## src/rtl/pong_match_controller.sv

```systemverilog
// pong_match_controller
// Match-level sequencer for VGA Pong: game FSM, both scores, winner and
// game-over blink. Runs on CLOCK_50; frame pacing comes from frame_tick.
//
// Ports:
//   CLOCK_50        in   system clock
//   RESET_N         in   asynchronous active-low reset
//   frame_tick      in   one-cycle pulse per video frame
//   start           in   play enable level
//   miss_left       in   pulse, ball left the field on the left (P2 scores)
//   miss_right      in   pulse, ball left the field on the right (P1 scores)
//   ball_center     out  pulse, datapath re-centres the ball
//   ball_run        out  ball may move (PLAY only)
//   serve_dir       out  direction of next serve, 1 = toward right
//   score1/score2   out  player scores
//   numbers_active  out  score overlay enable (off during PLAY)
//   winner          out  00 none, 01 player 1, 10 player 2
//   blink           out  game-over blink for the winning digit
//   state           out  debug state: IDLE=0 SERVE=1 PLAY=2 POINT=3 OVER=4
//
// Optional feature macro PONG_DEUCE_EN: a win needs WIN_SCORE and a two-point
// lead; reaching 7 wins outright.
//
// state | meaning
// IDLE  | waiting for start, scores held
// SERVE | ball held centred for SERVE_FRAMES frames
// PLAY  | rally in progress, waiting for a miss
// POINT | score shown for POINT_FRAMES frames
// OVER  | winner shown, blink every BLINK_FRAMES frames

module pong_match_controller #(
    parameter int WIN_SCORE    = 5,
    parameter int SERVE_FRAMES = 60,
    parameter int POINT_FRAMES = 90,
    parameter int BLINK_FRAMES = 30
) (
    input  logic       CLOCK_50,
    input  logic       RESET_N,
    input  logic       frame_tick,
    input  logic       start,
    input  logic       miss_left,
    input  logic       miss_right,
    output logic       ball_center,
    output logic       ball_run,
    output logic       serve_dir,
    output logic [2:0] score1,
    output logic [2:0] score2,
    output logic       numbers_active,
    output logic [1:0] winner,
    output logic       blink,
    output logic [2:0] state
);

    typedef enum logic [2:0] {
        S_IDLE  = 3'd0,
        S_SERVE = 3'd1,
        S_PLAY  = 3'd2,
        S_POINT = 3'd3,
        S_OVER  = 3'd4
    } state_t;

    localparam logic [2:0]  WIN_LIM  = 3'(WIN_SCORE);
    localparam logic [15:0] SERVE_LD = 16'(SERVE_FRAMES);
    localparam logic [15:0] POINT_LD = 16'(POINT_FRAMES);
    localparam logic [15:0] BLINK_LD = 16'(BLINK_FRAMES);

    state_t      st;
    logic [15:0] frame_cnt;
    logic        start_q;
    logic [2:0]  s1_next;
    logic [2:0]  s2_next;
    logic        p1_wins;
    logic        p2_wins;
    logic        cnt_last;
    logic        abort;

    assign state    = st;
    assign s1_next  = score1 + 3'd1;
    assign s2_next  = score2 + 3'd1;
    // The state ends on the tick that finds the counter at 1.
    assign cnt_last = (frame_cnt <= 16'd1);
    assign abort    = !start && (st == S_SERVE || st == S_PLAY || st == S_POINT);

`ifdef PONG_DEUCE_EN
    // Compare in 4 bits so score + 2 cannot wrap.
    assign p1_wins = (s1_next == 3'd7) ||
                     ((s1_next >= WIN_LIM) && ({1'b0, s1_next} >= ({1'b0, score2} + 4'd2)));
    assign p2_wins = (s2_next == 3'd7) ||
                     ((s2_next >= WIN_LIM) && ({1'b0, s2_next} >= ({1'b0, score1} + 4'd2)));
`else
    assign p1_wins = (s1_next == WIN_LIM);
    assign p2_wins = (s2_next == WIN_LIM);
`endif

    always_ff @(posedge CLOCK_50 or negedge RESET_N) begin
        if (!RESET_N) begin
            st             <= S_IDLE;
            frame_cnt      <= 16'd0;
            start_q        <= 1'b0;
            ball_center    <= 1'b0;
            ball_run       <= 1'b0;
            serve_dir      <= 1'b0;
            score1         <= 3'd0;
            score2         <= 3'd0;
            numbers_active <= 1'b1;
            winner         <= 2'b00;
            blink          <= 1'b0;
        end else begin
            start_q     <= start;
            ball_center <= 1'b0;
            if (abort) begin
                st             <= S_IDLE;
                ball_center    <= 1'b1;
                ball_run       <= 1'b0;
                numbers_active <= 1'b1;
            end else begin
                case (st)
                    S_IDLE: begin
                        if (start) begin
                            st          <= S_SERVE;
                            ball_center <= 1'b1;
                            frame_cnt   <= SERVE_LD;
                        end
                    end
                    S_SERVE: begin
                        if (frame_tick) begin
                            if (cnt_last) begin
                                st             <= S_PLAY;
                                ball_run       <= 1'b1;
                                numbers_active <= 1'b0;
                            end else begin
                                frame_cnt <= frame_cnt - 16'd1;
                            end
                        end
                    end
                    S_PLAY: begin
                        if (miss_left && miss_right) begin
                            // Simultaneous miss: replay the serve, nobody scores.
                            st             <= S_SERVE;
                            ball_center    <= 1'b1;
                            frame_cnt      <= SERVE_LD;
                            ball_run       <= 1'b0;
                            numbers_active <= 1'b1;
                        end else if (miss_right || miss_left) begin
                            ball_run       <= 1'b0;
                            numbers_active <= 1'b1;
                            if (miss_right) begin
                                score1    <= s1_next;
                                serve_dir <= 1'b1;
                            end else begin
                                score2    <= s2_next;
                                serve_dir <= 1'b0;
                            end
                            if ((miss_right && p1_wins) || (miss_left && p2_wins)) begin
                                st        <= S_OVER;
                                winner    <= miss_right ? 2'b01 : 2'b10;
                                blink     <= 1'b1;
                                frame_cnt <= BLINK_LD;
                            end else begin
                                st        <= S_POINT;
                                frame_cnt <= POINT_LD;
                            end
                        end
                    end
                    S_POINT: begin
                        if (frame_tick) begin
                            if (cnt_last) begin
                                st          <= S_SERVE;
                                ball_center <= 1'b1;
                                frame_cnt   <= SERVE_LD;
                            end else begin
                                frame_cnt <= frame_cnt - 16'd1;
                            end
                        end
                    end
                    S_OVER: begin
                        if (start_q && !start) begin
                            st     <= S_IDLE;
                            score1 <= 3'd0;
                            score2 <= 3'd0;
                            winner <= 2'b00;
                            blink  <= 1'b0;
                        end else if (frame_tick) begin
                            if (cnt_last) begin
                                blink     <= ~blink;
                                frame_cnt <= BLINK_LD;
                            end else begin
                                frame_cnt <= frame_cnt - 16'd1;
                            end
                        end
                    end
                    default: begin
                        st             <= S_IDLE;
                        ball_run       <= 1'b0;
                        numbers_active <= 1'b1;
                    end
                endcase
            end
        end
    end

endmodule
```

## config.mk

```make
export PLATFORM = sky130hd
export DESIGN_NAME = pong_match_controller
export DESIGN_NICKNAME = d
export VERILOG_FILES = /design/src/rtl/pong_match_controller.sv
export SDC_FILE = /design/constraint.sdc
export NUM_CORES = 1
export LEC_CHECK = 0
export CAP_MARGIN = 5
export CORE_MARGIN = 2
export CORE_UTILIZATION = 39
export CTS_CLUSTER_SIZE = 24
export DETAILED_ROUTE_END_ITERATION = 8
export HOLD_SLACK_MARGIN = 0.08
export PLACE_DENSITY = 0.67
export SLEW_MARGIN = 20
export SYNTH_ARGS = -nofsm -noshare
export SYNTH_HDL_FRONTEND = slang
export SYNTH_SLANG_ARGS = --single-unit
```

## constraint.sdc

```tcl
create_clock -name CLOCK_50 -period 2.5 [get_ports CLOCK_50]
set_input_delay 0.5 -clock CLOCK_50 [delete_from_list [all_inputs] [get_ports CLOCK_50]]
set_output_delay 0.5 -clock CLOCK_50 [all_outputs]
set_load 0.02 [all_outputs]
```

# == Yosys cells after proc, flatten, opt, wreduce, memory -nomap -nowiden ==
# Index checks and enable logic that the tools add are counted.
# totals
register_bits,33
latch_bits,0
mem_bits_rw,0
mem_bits_ro,0
inputBits,6
output_inout_bits,16
wordCells,132
mem_count,0
# op_classes
n_addsub,3
multipliers,0
n_div,0
magnitude_cmp,1
n_eq_ne,29
shifts,0
muxes,63
bitwise,3
reduce_logical,22
# ops
op,count
16-bit two-way mux,10
16-bit case mux with 5 select lines,1
3-bit two-way mux,16
"3-bit != test, second input constant",8
1-bit two-way mux,22
"2-bit != test, second input constant",10
6-bit AND reduction,3
"16-bit by 1-bit <= comparator with 1-bit output, second input constant",1
"16-bit by 1-bit subtractor with 16-bit output, second input constant",1
3-bit case mux with 5 select lines,1
7-bit AND reduction,2
3-bit case mux with 2 select lines,2
2-bit two-way mux,5
"3-bit == test, second input constant",3
1-bit case mux with 3 select lines,3
9-bit AND reduction,1
4-bit AND reduction,2
7-bit two-way mux,1
"3-bit by 1-bit adder with 3-bit output, second input constant",2
"3-bit by 2-bit == test with 1-bit output, second input constant",2
"2-bit by 1-bit != test with 1-bit output, second input constant",3
1-bit logical AND,5
5-bit nonzero test,1
1-bit logical OR,4
other kinds (10),12

# == Depth between registers and ports, before layout ==
# Gate-level depths: netlist of run 1.
# depth
ltp_word,9
ltp_mapped,10
mapped_depth_nobuf,8

# == Worst setup path before layout of run 1 ==
# Ideal clock, no wire load.
# synth_path
kind,register to register
start,register frame_cnt[9]
end,register frame_cnt[7]
setup_ps,121
arrival_ps,2327
required_time_ps,2379
slack_ps,52
stages_incl_launch_ff,9
path_buffers,2
period_less_slack_ps,2448
path_cell_list,dfrtp_1 buf_6 or4_4 or3_4 or2_1 buf_6 o21ai_4 nor2_2 a32o_2
# synth_via
elab_chain_len,5
word_cells_on_any_way,9
# synth_rtl
item,line_no,text
from (decl),68,logic [15:0] frame_cnt;
from (signal assigned),132,frame_cnt <= frame_cnt - 16'd1;
from (signal assigned),172,frame_cnt <= frame_cnt - 16'd1;
from (signal assigned),188,frame_cnt <= frame_cnt - 16'd1;
16-bit by 1-bit <= comparator with 1-bit output *,81,assign cnt_last = (frame_cnt <= 16'd1);
16-bit two-way mux,184,if (cnt_last) begin
16-bit two-way mux,183,end else if (frame_tick) begin
16-bit two-way mux,177,if (start_q && !start) begin
16-bit case mux with 5 select lines,117,case (st)
# Every way passes the cells marked *; elsewhere a longest branch is shown, timed or not. The select of a mux whose other input is x is not followed.
# A chain may end at the register's enable or synchronous reset.

# == Worst setup path after layout of run 1 ==
# layout_path
start,register frame_cnt[11]
end,register frame_cnt[6]
# Same word-level chain as after synthesis.

==> results of run 1 <==
[path summary, 6_finish.rpt]
| check | start | endpoint | cells past startpoint |
|---|---|---|---|
| setup reg to reg | frame_cnt[11] | frame_cnt[6] | 6 |
| max in group asynchronous | RESET_N | numbers_active | 2 |
| hold / removal | serve_dir | serve_dir | 1 |
| min in group asynchronous | RESET_N | frame_cnt[10] | 2 |
| setup / recovery | frame_cnt[11] | frame_cnt[6] | 6 |
| hold reg to reg | serve_dir | serve_dir | 1 |
[metrics by stage]
stage                      util  std cells  worst slack, ps  area, um2
after floorplan               -        239             51.6       2090
after global placement    0.481        338             85.3       2470
after detailed placement  0.481        338             58.6       2470
after CTS                 0.501        346             65.1       2570
after global routing      0.501        346            -13.0       2580
final                     0.501        346             56.9       2580
[area by class of cell]
cell class	instances	share of cell area
clock inverters	1	0.00194
inverters	11	0.0160
repair buffers	41	0.145
well taps	70	0.0340
flip-flops and latches	33	0.321
multi-input cells	183	0.445
clock buffers	7	0.0374
[state kept, by name, indices dropped and copies added, names as in the netlist, 2 cells and up]
signal,cells
state,3
winner,2
frame_cnt,16
score1,3
score2,3
[layer usage]
| layer | up-vias | share of wire |
|---|---|---|
| met5 | - | 0 |
| li1 | 942 | - |
| met4 | 0 | 0.020 |
| met2 | 44 | 0.45 |
| met3 | 9 | 0.039 |
| met1 | 897 | 0.49 |
[cell families after synthesis]
group | share of synthesized area
xor+xnor | 0.0126
mux | 0.0102
flops | 0.396
fa+ha+maj | 0.0360
compound gates | 0.272
simple gates | 0.218
buf+inv | 0.0558
[where the power goes]
part           total, mW  internal [mW]  leakage [nW]  switching, mW
combinational      0.831          0.412         0.589          0.419
clock              0.449          0.249        0.0542          0.200
sequential         0.804          0.665         0.410          0.140
[what timing repair did]
action | 4_1_cts | 5_1_grt
resized for setup | 0 | 1
setup buffers | 0 | 0
setup endpoints to repair | 0 | 5
[cells in the mapped netlist (2+ instances only)]
cell type	n	area, um2
ha_1	6	75.1
nand2_1	28	105
nand2b_1	5	31.3
a2bb2oi_1	3	26.3
o31ai_1	5	37.5
o21a_1	3	22.5
and3_1	2	12.5
nor2_1	19	71.3
a22o_1	3	26.3
buf_6	4	45.0
inv_1	11	41.3
o21ai_0	22	110
o21ai_2	3	26.3
o2bb2ai_1	3	26.3
a22oi_1	2	15.0
xnor2_1	3	26.3
clkbuf_1	8	30.0
and2_1	2	12.5
nand3_1	3	15.0
o211ai_1	2	15.0
dfrtp_1	32	801
nor4_1	4	25.0
o22a_1	3	26.3
a211oi_1	2	15.0
o22ai_1	3	18.8
nor3b_1	2	15.0
a31oi_1	4	25.0
or2_2	2	12.5
nor2b_1	6	37.5
a21oi_1	10	50.1
nor3_1	10	50.1
==> metrics.txt, run 1 <==
Buffers on Ports=21; CP delay by family, top=simple AND/OR/NAND/NOR gates; r2r setup slk=roughly 57 ps; Max Clock Skew=roughly 8.4 ps; Primary FF master, synth=dfrtp_1; critical path type=flop to flop; P per Cell Area=809 nW/um2; worst hold-check path type=flop to flop; vias per cell=~5.5; RSZ-0062 raised after global routing=true; Final ANT Viol Nets=0; Multi-input gate area=between 1000 and 1500 um2; register area share after synthesis=0.396; synthesized flop and latch total=33; die area=between 5000 and 6000 um2; TNS Setup=0 ps; M1 GR Usage=0.246; total detailed-routing wirelength=4800 um; GPL Wtd Cong=0.820; Critical Path End Type=flop; WL/cell=13.9 um; clk slew on worst S/H paths=around 70 ps; Pleak=approximately 1.1 nW; Initial Util=0.406; Nets=287; via count of the first global-routing pass=1790; area of the mapped netlist=between 2000 and 2500 um2; Most Crowded Layer GR=met2; layout cells sized above 1=0.167; GRT met2 Usage=0.252; die width=77.2 um; Core Rows=26; Setup Viol. Count Final=0; critical path required time=2670 ps; outcome=finished clean; core area=5140 um2; worst skew pair latency=290 ps; Pre-antenna DRT Iters=4; antenna cells=0; Synth Area per Inst=8.73 um2; largest net degree at the start of global routing=34; Synth Net Count=~250; commonest non-fill, non-tap cell in the layout=dfrtp_1; Post-CTS Hold Buffers=0; final hold viol count=0; critical path buffer and inverter count=1; Min Hold Slack=around 500 ps; max-cap violation count=0; CP max stage cell=or4_4; io pins=22; area delta synth->final=23.4%; CP Cell Sequence=or4_4 > or3_4 > or2_1 > o21a_2 > buf_4 > a22o_1; CP arrival=2610 ps; maximum VDD drop=508 uV; Final period util=0.977; CP Launch Type=flop; gr ovfl total=0; post-synthesis cell type count=55; CTS root buffer=clkbuf_8; initial antenna violation count=0; global-route wire length before repair=8320 um; via count=1892; Slew headroom=0.719; Post-synth ARST share=1.00; # H-tree levels=2; DRC violations left=0; worst-margin pin slew=roughly 410 ps; Post-synth EDFFs=0; fill count=~520; Tot GR Track Use=0.172; number of DRC markers in iteration 0=roughly 190; met3 global-route usage=0.0341; clock net sink count=33; HPWL after detailed placement=approximately 3400 um; post-synthesis cell count=239; die height=77.2 um; max incr delay on CP=530 ps; fmax=409 MHz; commonest cells after routing, fill and taps aside=32 x dfrtp_1, 28 x nand2_1, 22 x o21ai_0, 21 x clkdlybuf4s50_1, 19 x buf_4; max-slew violations=0; yosys warns=0; clk buf depth=2; CTS tree=yes; Num CTS Buffers=5; worst-path fanout max=10; minimum clock period=2440 ps; register area=827 um2; Tot Pwr=~2.1 mW
No activity file was read; power rests on OpenSTA's default activity.
==> run 2, diff against run 1 <==
- PLACE_DENSITY: 0.67 -> 0.65
- clock period: 2.5 -> 2.9 ns (I/O delays scaled with it)
==> metrics.txt, run 2 (same netlist as run 1, synthesis figures left out) <==
Tot GR Track Use=0.171; largest net degree at the start of global routing=34; Net Switching=0.641 mW; CP arrival=2880 ps; number of flip-flops in the largest register=16; worst hold-check path type=flop to flop; Nets=277; fmax=~370 MHz; CTS root buffer=clkbuf_8; Hold Startpoint=frame_cnt[12]; worst skew pair latency=290 ps; GPL Wtd Cong=0.837; via count=1869; Max Clock Skew=8.31 ps; r2r setup slk=190 ps; Flop pwr share=0.407; Slew headroom=0.689; critical path type=flop to flop; core area=a little over 5000 um2; Post-Layout Inst Area=2470 um2; Final period util=0.934; io pins=22; via count of the first global-routing pass=1735; CP Launch Type=flop; die width=77.2 um; die height=77.2 um; P per Cell Area=701 nW/um2; Core Rows=26; Setup Viol. Count Final=0; Buffers on Ports=21; commonest cells after routing, fill and taps aside=32 x dfrtp_1, 28 x nand2_1, 22 x o21ai_0, 21 x clkdlybuf4s50_1, 19 x nor2_1; Pleak=0.991 nW; number of DRC markers in iteration 0=about 210; Initial Util=0.406; maximum VDD drop=440 uV; Clock Power Share=0.200; Min Hold Slack=~490 ps; DRC violations left=0; worst reg-to-reg path cell count=7; critical path required time=3070 ps; clk buf depth=2; post-place instance area=2380 um2; max-cap violation count=0; CP delay by family, top=simple AND/OR/NAND/NOR gates; vias per cell=5.58; Setup Buffers After CTS=0; # H-tree levels=2; Final ANT Viol Nets=0; worst hold stages=1; post-cts sizing count=0; Post-CTS Hold Buffers=0; CP Cell Sequence=or4_4 > or3_4 > o22ai_1 > and2_1 > buf_4 > a2bb2oi_1 > o31ai_1; Comb pwr share=0.393; RSZ-0062 raised after global routing=false; Pre-antenna DRT Iters=4; final hold viol count=0; critical path buffer and inverter count=1; Pint=1.09 mW; total detailed-routing wirelength=4790 um; clk slew on worst S/H paths=70 ps; WL/cell=14.3 um; Critical Path End Type=flop; max-slew violations=0; CP max stage cell=or4_4; TNS Setup=0 ps; antenna cells=0; outcome=finished clean; commonest non-fill, non-tap cell in the layout=dfrtp_1; layout cells sized above 1=0.125; CTS tree=yes; HPWL after detailed placement=~3400 um; reg2reg start=frame_cnt[9]; worst-path fanout max=11; global-route wire length before repair=between 8000 and 9000 um; Top reg by flops=frame_cnt; max incr delay on CP=about 610 ps; worst-margin pin slew=approximately 450 ps; die area=5950 um2; Reg-to-Reg End=frame_cnt[10]; minimum clock period=2710 ps; initial antenna violation count=0; switching part of the total=0.370; gr ovfl total=0; area delta synth->final=18.4%; clock net sink count=33; hold worst-path end=frame_cnt[12]; Num CTS Buffers=5
## run 2: cell types whose count changed in the layout (fill, tap and decap cells not counted)
| cell | before | now |
|---|---|---|
| clkbuf_1 | 0 | 1 |
| buf_12 | 1 | 0 |
| nor2_1 | 18 | 19 |
| nor2_2 | 2 | 1 |
| clkbuf_8 | 7 | 6 |
| buf_4 | 19 | 10 |
| clkinv_2 | 1 | 0 |
## run 2: metal layers
layer,GRT usage,vias to the layer above,wire (um)
li1,-,916,-
met1,0.236,879,2390
met2,0.250,60,2070
met3,0.0365,14,210
met4,0.0911,0,124
met5,0,-,0
## run 2: area by class of cell
type                            instances  area [um2]
Timing Repair Buffer                   31         285
Tap cell                               70        87.6
Inverter                               11        41.3
Fill cell                             508        2670
Sequential cell                        33         827
Clock buffer                            7        86.3
Multi-Input combinational cell        183        1140
## run 2: worst max-delay path by stage
stage / endpoint / slack (ps) / startpoint / cells past startpoint
after global placement: frame_cnt[9] / 240 / frame_cnt[9] / 7
after floorplan: frame_cnt[7] / 450 / frame_cnt[9] / 8
after CTS: frame_cnt[9] / 200 / frame_cnt[9] / 7
after detailed placement: frame_cnt[9] / 230 / frame_cnt[9] / 7
final: frame_cnt[10] / 190 / frame_cnt[9] / 7
after global routing: frame_cnt[9] / 40 / frame_cnt[9] / 7
## run 2: metrics by stage
| step | std cells | utilization | power (mW) | setup WS [ps] |
|---|---|---|---|---|
| after global placement | 328 | 0.464 | 1.38 | 236 |
| final | 335 | 0.481 | 1.73 | 191 |
| after CTS | 335 | 0.481 | 1.75 | 202 |
| after floorplan | 239 | - | 1.13 | 452 |
| after detailed placement | 328 | 0.464 | 1.39 | 226 |
| after global routing | 335 | 0.481 | 1.86 | 43.5 |
## run 2: power groups by stage
stage          clock, mW  sequential (mW)  combinational [mW]
2_1_floorplan          0            0.755               0.378
3_3_place_gp           0            0.707               0.669
3_5_place_dp           0            0.708               0.682
4_1_cts            0.363            0.703               0.686
5_1_grt            0.378            0.728               0.752
6_report           0.346            0.705               0.680
